$ cat src/rtl/prbs_popcount.sv
// -----------------------------------------------------------------------------
// prbs_popcount
// Purely combinational population count of a 64-bit word, built as a
// per-byte count followed by a three-level adder tree.
// Ports:
//   data   in   64  word to count
//   count  out  7   number of set bits (0..64)
// -----------------------------------------------------------------------------
module prbs_popcount (
    input  logic [63:0] data,
    output logic [6:0]  count
);

    logic [3:0] byte_cnt_s [8];
    logic [4:0] lvl1_s     [4];
    logic [5:0] lvl2_s     [2];

    // Count the set bits of each byte independently.
    always_comb begin
        for (int b = 0; b < 8; b++) begin
            byte_cnt_s[b] = 4'd0;
            for (int i = 0; i < 8; i++) begin
                byte_cnt_s[b] = byte_cnt_s[b] + {3'b000, data[b*8+i]};
            end
        end
    end

    // Balanced adder tree over the byte counts.
    always_comb begin
        for (int j = 0; j < 4; j++) begin
            lvl1_s[j] = {1'b0, byte_cnt_s[2*j]} + {1'b0, byte_cnt_s[2*j+1]};
        end
        for (int k = 0; k < 2; k++) begin
            lvl2_s[k] = {1'b0, lvl1_s[2*k]} + {1'b0, lvl1_s[2*k+1]};
        end
        count = {1'b0, lvl2_s[0]} + {1'b0, lvl2_s[1]};
    end

endmodule

$ cat config.mk
export PLATFORM = sky130hd
export DESIGN_NAME = prbs_popcount
export DESIGN_NICKNAME = d
export VERILOG_FILES = /design/src/rtl/prbs_popcount.sv
export SDC_FILE = /design/constraint.sdc
export NUM_CORES = 1
export LEC_CHECK = 0
export BUFFER_PORTS_ARGS = -buffer_cell sky130_fd_sc_hd__buf_2
export CAP_MARGIN = 20
export CELL_PAD_IN_SITES_DETAIL_PLACEMENT = 0
export CELL_PAD_IN_SITES_GLOBAL_PLACEMENT = 1
export CORE_AREA = 2 2 91 58
export DETAILED_ROUTE_END_ITERATION = 8
export DIE_AREA = 0 0 93 60
export GPL_TIMING_DRIVEN = 0
export PLACE_DENSITY_LB_ADDON = 0.1
export SLEW_MARGIN = 20
export SYNTH_ARGS = -nofsm -noshare
export SYNTH_HDL_FRONTEND = slang
export SYNTH_SLANG_ARGS = --single-unit
$ cat constraint.sdc
create_clock -name vclk -period 9
set_clock_uncertainty 0.2 [all_clocks]
set_input_delay 0.9 -clock vclk [all_inputs]
set_output_delay 0.9 -clock vclk [all_outputs]
set_load 0.01 [all_outputs]
==> results.md, run 1 <==
* GRT Total Usage at between 10% and 20%
* Worst Path Arrival at around 6.5 ns
* Area of the mapped netlist at 1730 um^2
* Tcrit/Tclk final at 84.9%
* CTS Hold Bufs at 0
* Crit. End Element: output port
* Via count at 1185
* Number of global-route vias before repair at 1177
* Setup TNS at 0 ns
* DR WL met3 at 178 um
* Uppermost layer routed: met3
* Max Freq at approximately 0.13 GHz
* Synth Area per Inst at 10.1 um^2
* IO Pins at 71
* HP Class: in -> out
* Die area at ~5600 um^2
* Wire per inst at 8.87 um
* Mapped Cells at 172
* Critical path required time at between 7 and 8 ns
* Remaining DRCs at 0
* Dominant cell type by area after synthesis: fa_1
* Slew headroom at between 70% and 80%
* Core ar. at roughly 4800 um^2
* Resized Gates After CTS at 0
* Final Critical Period at 7.64 ns
* Gr ovfl total at 0
* Mapped Nets at 305
* Most frequent cells in the layout: inv_1, buf_2, fa_1
* Setup WS pre-CTS at about 1.3 ns
* Final non-filler cell total at slightly above 300
* RSZ-0062 raised after global routing: no
* Gpl congestion at 0.725
* Sequential fraction of the synthesis area at 0%
* Final HPWL DP at approximately 2800 um
* Worst-path fanout max at 3
* Synth top area share at 62.5%
* Register area at 0 um^2
* Initial Util at a little over a third
* Max Cap Viol at 0
* Hold_ws at 1.91 ns
* Syn. warnings at 0
* Area grow syn2layout at 25.3%
* FP Rows at 20
* Most common cell after layout, fill and taps aside: inv_1
* Die Ht at about 60 um
* Postcts setup bufs at 0
* Cells after DPL at 309
* IO Port Bufs at 71
* Final setup viols at 0
* Final wirelength at 2740 um
* Seq cells at 0
* Ranking of synthesized cells by area: fa_1, inv_1, ha_1
* Fin. max-slew vios at 0
* Worst setup SP type: primary input
* Drt first pass iters at 3
* Global-route wire length before repair at 5020 um
* Ant. Diodes at 0
* Fill cells at approximately 500
* Setup WS post-layout at 1.36 ns
* DIE WIDTH at 93 um
* Outcome: finished clean
* Worst Tran Pin Value at about 0.4 ns
* DRT antenna net count at 0
* Wl on met1 at approximately 1600 um
* Post-layout net count at 378
* Final hold violation count at 0
* Clock buffers at 0
* First DRT Iteration DRCs at 10
* Share of layout cells above drive strength 1 at 30.5%
* Vias per cell at ~3.8
* Crit Path Category: in -> out
* Met2 wire len at ~1000 um
* Initial antenna violation count at 0
* Pin count of the biggest net entering global routing at 6
* Yosys cell types at 19
==> cells in the mapped netlist <==
cell type / count
a211oi_1: 2
nor2_1: 1
o21bai_1: 1
xnor2_1: 1
fa_1: 54
ha_1: 15
xor2_1: 1
a2111oi_1: 1
nand3b_1: 1
o211a_1: 1
a21o_1: 1
o21ai_2: 1
o21a_1: 1
a211o_2: 1
a21oi_1: 3
o31ai_1: 1
inv_1: 84
nor4b_1: 1
a21o_2: 1
==> metrics by stage <==
step	util (%)	cell area, um^2
after floorplan	-	1730
after global placement	45.1	2170
after detailed placement	45.1	2170
after CTS	45.1	2170
after global routing	45.1	2170
final	45.1	2170
==> kinds of logic after synthesis <==
group	Yosys count	synth area share (%)
buffers and inverters	84	18.2
adder cells (fa/ha/maj)	69	73.4
AO/OA/AOI/OAI	14	6.22
AND/OR/NAND/NOR	3	1.16
XOR/XNOR	2	1.01
==> layout make-up <==
class / count / area, um^2 / area share, %
Multi-Input combinational cell: 88 / 1410 / 65.2
Timing Repair Buffer: 71 / 355 / 16.4
Inverter: 84 / 315 / 14.5
Tap cell: 66 / 82.6 / 3.81
==> worst paths after layout <==
path	from	cells past startpoint	to
setup / recovery	data[53]	21	count[6]
hold / removal	data[2]	3	count[0]
==> routing by layer <==
metal	track usage, %	vias to the layer above
met4	0	0
met2	15.5	37
met3	0.378	0
li1	-	612
met5	0	-
met1	19.9	536
==> worst max-delay path, stage by stage <==
cell      delay, ns
buf_2          0.11
fa_1           0.53
inv_1          0.05
fa_1           0.49
inv_1          0.05
fa_1           0.47
inv_1          0.05
fa_1           0.49
inv_1          0.05
fa_1           0.47
inv_1          0.05
fa_1           0.49
fa_1           0.43
fa_1           0.49
inv_1          0.05
ha_1           0.22
fa_1           0.43
a211o_2        0.36
a21oi_1        0.15
o21bai_1       0.08
buf_2          0.14
Power of run 1 is left out: the tool's default activity adds up to more than one toggle a clock period on the data nets, which glitch-free logic cannot reach.
==> run 2: changes to the inputs <==
- ABC_AREA: unset -> 1
- CORE_AREA: 2 2 91 58 -> 2 2 90 57
- DIE_AREA: 0 0 93 60 -> 0 0 92 59
- clock period: 9 -> 7.33 ns (I/O delays scaled with it)
==> run 2 against run 1 <==
Compared with the run above: worst setup slack lost 0.99 ns; cell area shrank 0.92%; synthesized area shrank 1.2%; routed wire length grew 0.18%; via count decreased by 2.2%; die area is 2.7% lower; cell count up 1.3%.
==> results.md, run 2 <==
* Outcome: finished clean
* Ranking of synthesized cells by area: fa_1, inv_1, ha_1
* Mapped Cells at ~180
* Seq cells at 0
* Combinational family with the most area after synthesis: adder cells
* Ant. Diodes at 0
* Most frequent CP cell: fa_1
* Die Ht at 59 um
* Drt first pass iters at 4
* Adder-Cell Fraction of Synth Area at 74.3%
* Syn. warnings at 0
* Most frequent cells in the layout: inv_1, buf_2, fa_1
* Crit Path Category: in -> out
* Final wirelength at about 2700 um
* Initial antenna violation count at 0
* Clock buffers at 0
* Die area at ~5400 um^2
* Critical path required time at roughly 6.4 ns
* FP Rows at 19
* Worst-path fanout max at 3
* Postcts setup bufs at 0
* Remaining DRCs at 0
* Final HPWL DP at 2850 um
* Resized Gates After CTS at 0
* Xor and xnor area share after synthesis at under 10%
* Pin count of the biggest net entering global routing at 6
* Post-Route Utilization at 47.5%
* Gpl congestion at 0.673
* DRT antenna net count at 0
* Global-route wire length before repair at ~5100 um
* RSZ-0062 raised after global routing: no
* IO Port Bufs at 71
* Wire per inst at 8.77 um
* Synth Area per Inst at between 9 and 10 um^2
* Register area at 0 um^2
* Most frequent cell after synthesis: inv_1
* Crit. End Element: output port
* Most common cell after layout, fill and taps aside: inv_1
* CTS Hold Bufs at 0
* Area of the mapped netlist at 1710 um^2
* Worst Path Arrival at ~6 ns
* Worst setup SP type: primary input
* Compound-cell area share of the yosys netlist at 0.879%
* Final hold violation count at 0
* Final setup viols at 0
* Worst Tran Pin Value at 0.174 ns
* Post-Synth Simple-Gate Area at 4.40%
* Yosys cell types at 9
* Core ar. at 4520 um^2
* Max Freq at 0.144 GHz
* CP max stage delay at 0.53 ns
* Mapped Nets at between 300 and 400
* Initial Util at a little under two fifths
* GRT Total Usage at 11.5%
* Final Critical Period at just under 7 ns
* DIE WIDTH at about 90 um
* Post-synthesis mux area share at 0%
* HP Class: in -> out
* Post-layout net count at 385
* IO Pins at 71
* Sequential fraction of the synthesis area at 0%
* Slew headroom at between 80% and 90%
* Vias per cell at 3.70
* First DRT Iteration DRCs at 13
* Hold_ws at 1.60 ns
* Setup TNS at 0 ns
* Tcrit/Tclk final at 95.0%
* Max Cap Viol at 0
* Multi-input logic area at 1390 um^2
* Gr ovfl total at 0
* Fin. max-slew vios at 0
* Share of layout cells above drive strength 1 at 29.2%
* Crit path cell chain: buf_2 -> fa_1 -> inv_1 -> fa_1 -> inv_1 -> fa_1 -> inv_1 -> fa_1 -> inv_1 -> fa_1 -> inv_1 -> fa_1 -> fa_1 -> fa_1 -> inv_1 -> ha_2 -> fa_2 -> nand3_1 -> nand2_1 -> xor2_1 -> buf_2
* Fill cells at approximately 470
* Via count at 1159
* CP max-delay cell: fa_1
* Dominant cell type by area after synthesis: fa_1
* Synth top area share at 63.3%
* Area grow syn2layout at 25.7%
* Top cells by count, synth: inv_1, fa_1, ha_1
* Number of global-route vias before repair at 1218
## run 2: cell count changes after synthesis, moves of 2 or more
cell,change
a211oi_1,-2
inv_1,+2
nand2_1,+10
nand3_1,+4
nor2_1,+2
xor2_1,+2
## run 2: worst max-delay path: cells and delay by family
kind	cells	cell delay (ns)
adder cells (fa/ha/maj)	10	4.44
buffers and inverters	8	0.55
AND/OR/NAND/NOR	2	0.17
XOR/XNOR	1	0.14
## run 2: cells by family after synthesis
| logic type | after synthesis |
|---|---|
| buffers and inverters | 86 |
| adders and majority gates | 69 |
| and+or+nand+nor | 18 |
| AOI/OAI and AO/OA | 3 |
| xor gates and xnor gates | 3 |
## run 2: per-layer routing
metal / wire, um / GRT usage [%]
met2: 1030 / 14.8
met3: 192 / 0.763
met5: 0 / 0
met1: 1520 / 21.3
met4: 0 / 0
## run 2: area by class of cell
cell class                      instances  area share (%)
Inverter                               86            15.0
Tap cell                               63            3.67
Timing Repair Buffer                   71            16.6
Multi-Input combinational cell         93            64.7
## run 2: through the flow
step           std cells  instance area, um^2  worst slack [ns]
6_report             313                 2150             0.370
5_1_grt              313                 2150            0.0485
4_1_cts              313                 2140             0.212
3_5_place_dp         313                 2140             0.238
3_3_place_gp         313                 2140             0.239
2_1_floorplan        179                 1710             0.637
## run 2: final timing paths
kind	to	from	slack [ns]	cells past startpoint
worst max-delay path	count[4]	data[53]	0.37	21
worst min-delay path	count[0]	data[2]	1.60	3
Power of run 2 is left out for the same reason.
==> run 3: changes to the inputs <==
- CORE_AREA: 2 2 90 57 -> 2 2 84 62
- DIE_AREA: 0 0 92 59 -> 0 0 86 64
==> run 3 against run 2 <==
Compared with the run above: sequential cell count unchanged; worst hold slack got worse by 0.027 ns; critical path depth unchanged; maximum frequency is 1.5% lower; first-iteration DRC count is 38% higher; critical path type unchanged; critical endpoint unchanged.
==> results.md, run 3 (same netlist as run 2, synthesis figures left out) <==
* Launch point of the worst path: data[53]
* Final hold violation count at 0
* Worst path bufs/invs at 8
* Most common cell after layout, fill and taps aside: inv_1
* Outcome: finished clean
* Final setup viols at 0
* Final wirelength at 2700 um
* Initial antenna violation count at 0
* DIE WIDTH at 86 um
* Largest delay contributor family on the critical path: adder cells
* Post-layout net count at ~390
* Worst Tran Pin Value at 0.170 ns
* DRT antenna net count at 0
* Final Critical Period at about 7.1 ns
* Die Ht at 64 um
* Crit path cell chain: buf_2 -> fa_1 -> inv_1 -> fa_1 -> inv_1 -> fa_1 -> inv_1 -> fa_1 -> inv_1 -> fa_1 -> inv_1 -> fa_1 -> fa_1 -> fa_1 -> inv_1 -> ha_1 -> fa_1 -> nand3_1 -> nand2_1 -> xor2_1 -> buf_2
* Area grow syn2layout at 25.0%
* Setup TNS at 0 ns
* Final HPWL DP at 2790 um
* Fin. max-slew vios at 0
* Drt first pass iters at 4
* Fill cells at 482
* Max Freq at 0.142 GHz
* Gr ovfl total at 0
* Most frequent CP cell: fa_1
* Wire per inst at just under 9 um
* GRT Total Usage at 10.4%
* M3 GR Usage at 0.775%
* IO Pins at 71
* Via count at about 1200
* FP Rows at 21
* CP max-delay cell: fa_1
* Grt peak-use layer: met2
* Tcrit/Tclk final at about 96%
* Vias per cell at 3.99
* Most frequent cells in the layout: inv_1, buf_2, fa_1
* Seq cells at 0
* Die area at 5500 um^2
* Hold_ws at approximately 1.6 ns
* Global-route wire length before repair at 4840 um
* Gpl congestion at 0.726
* Max Cap Viol at 0
* Clock buffers at 0
* RSZ-0062 raised after global routing: no
* Number of global-route vias before repair at about 1200
* Resized Gates After CTS at 0
* Crit Path Category: in -> out
* Share of layout cells above drive strength 1 at 28.4%
* GR Util met2 at 17.0%
* Remaining DRCs at 0
* Postcts setup bufs at 0
* IO Port Bufs at 71
* Worst-path fanout max at 3
* Worst Path Arrival at 6.13 ns
* HP Class: in -> out
* Hold path start: data[2]
* Worst setup SP type: primary input
* Critical path required time at 6.40 ns
* Slew headroom at 88.7%
* Crit. End Element: output port
* Pin count of the biggest net entering global routing at 6
* First DRT Iteration DRCs at 18
* Initial Util at 36.7%
* Met1 Use GR at about 16%
* Register area at 0 um^2
* CTS Hold Bufs at 0
* CP max stage delay at 0.53 ns
* Core ar. at roughly 4700 um^2
* Ant. Diodes at 0
==> run 3: cell counts in the layout (fill, tap and decap cells not counted) <==
Identical to the previous run, type by type.
==> run 3: tightest hold or removal path: stages <==
cell and delay [ns]:
buf_2 0.08, ha_1 0.11, buf_2 0.12
==> run 3: stage by stage <==
stage                     instance area (um^2)  util, %  instances  worst slack (ns)
final                                     2130     45.9        307             0.266
after floorplan                           1710        -        179             0.637
after global routing                      2130     45.9        307            0.0570
after global placement                    2130     45.9        307             0.307
after CTS                                 2130     45.9        307             0.243
after detailed placement                  2130     45.9        307             0.270
==> run 3: worst paths after layout <==
| path | cells after the start | slack, ns | to |
|---|---|---|---|
| max | 21 | 0.27 | count[4] |
| min | 3 | 1.58 | count[0] |
==> run 3: layout make-up <==
| type | count | area, um^2 | area share, % |
|---|---|---|---|
| inverter | 86 | 323 | 15.1 |
| timing repair buffer | 71 | 355 | 16.6 |
| tap | 57 | 71.3 | 3.34 |
| multi-input combinational | 93 | 1390 | 64.9 |
==> run 3: metal layers <==
| metal | vias up | routed length (um) |
|---|---|---|
| met5 | - | 0 |
| met2 | 50 | 1230 |
| met3 | 0 | 234 |
| met4 | 0 | 0 |
| met1 | 558 | 1240 |
| li1 | 616 | - |
Power of run 3 is left out for the same reason.
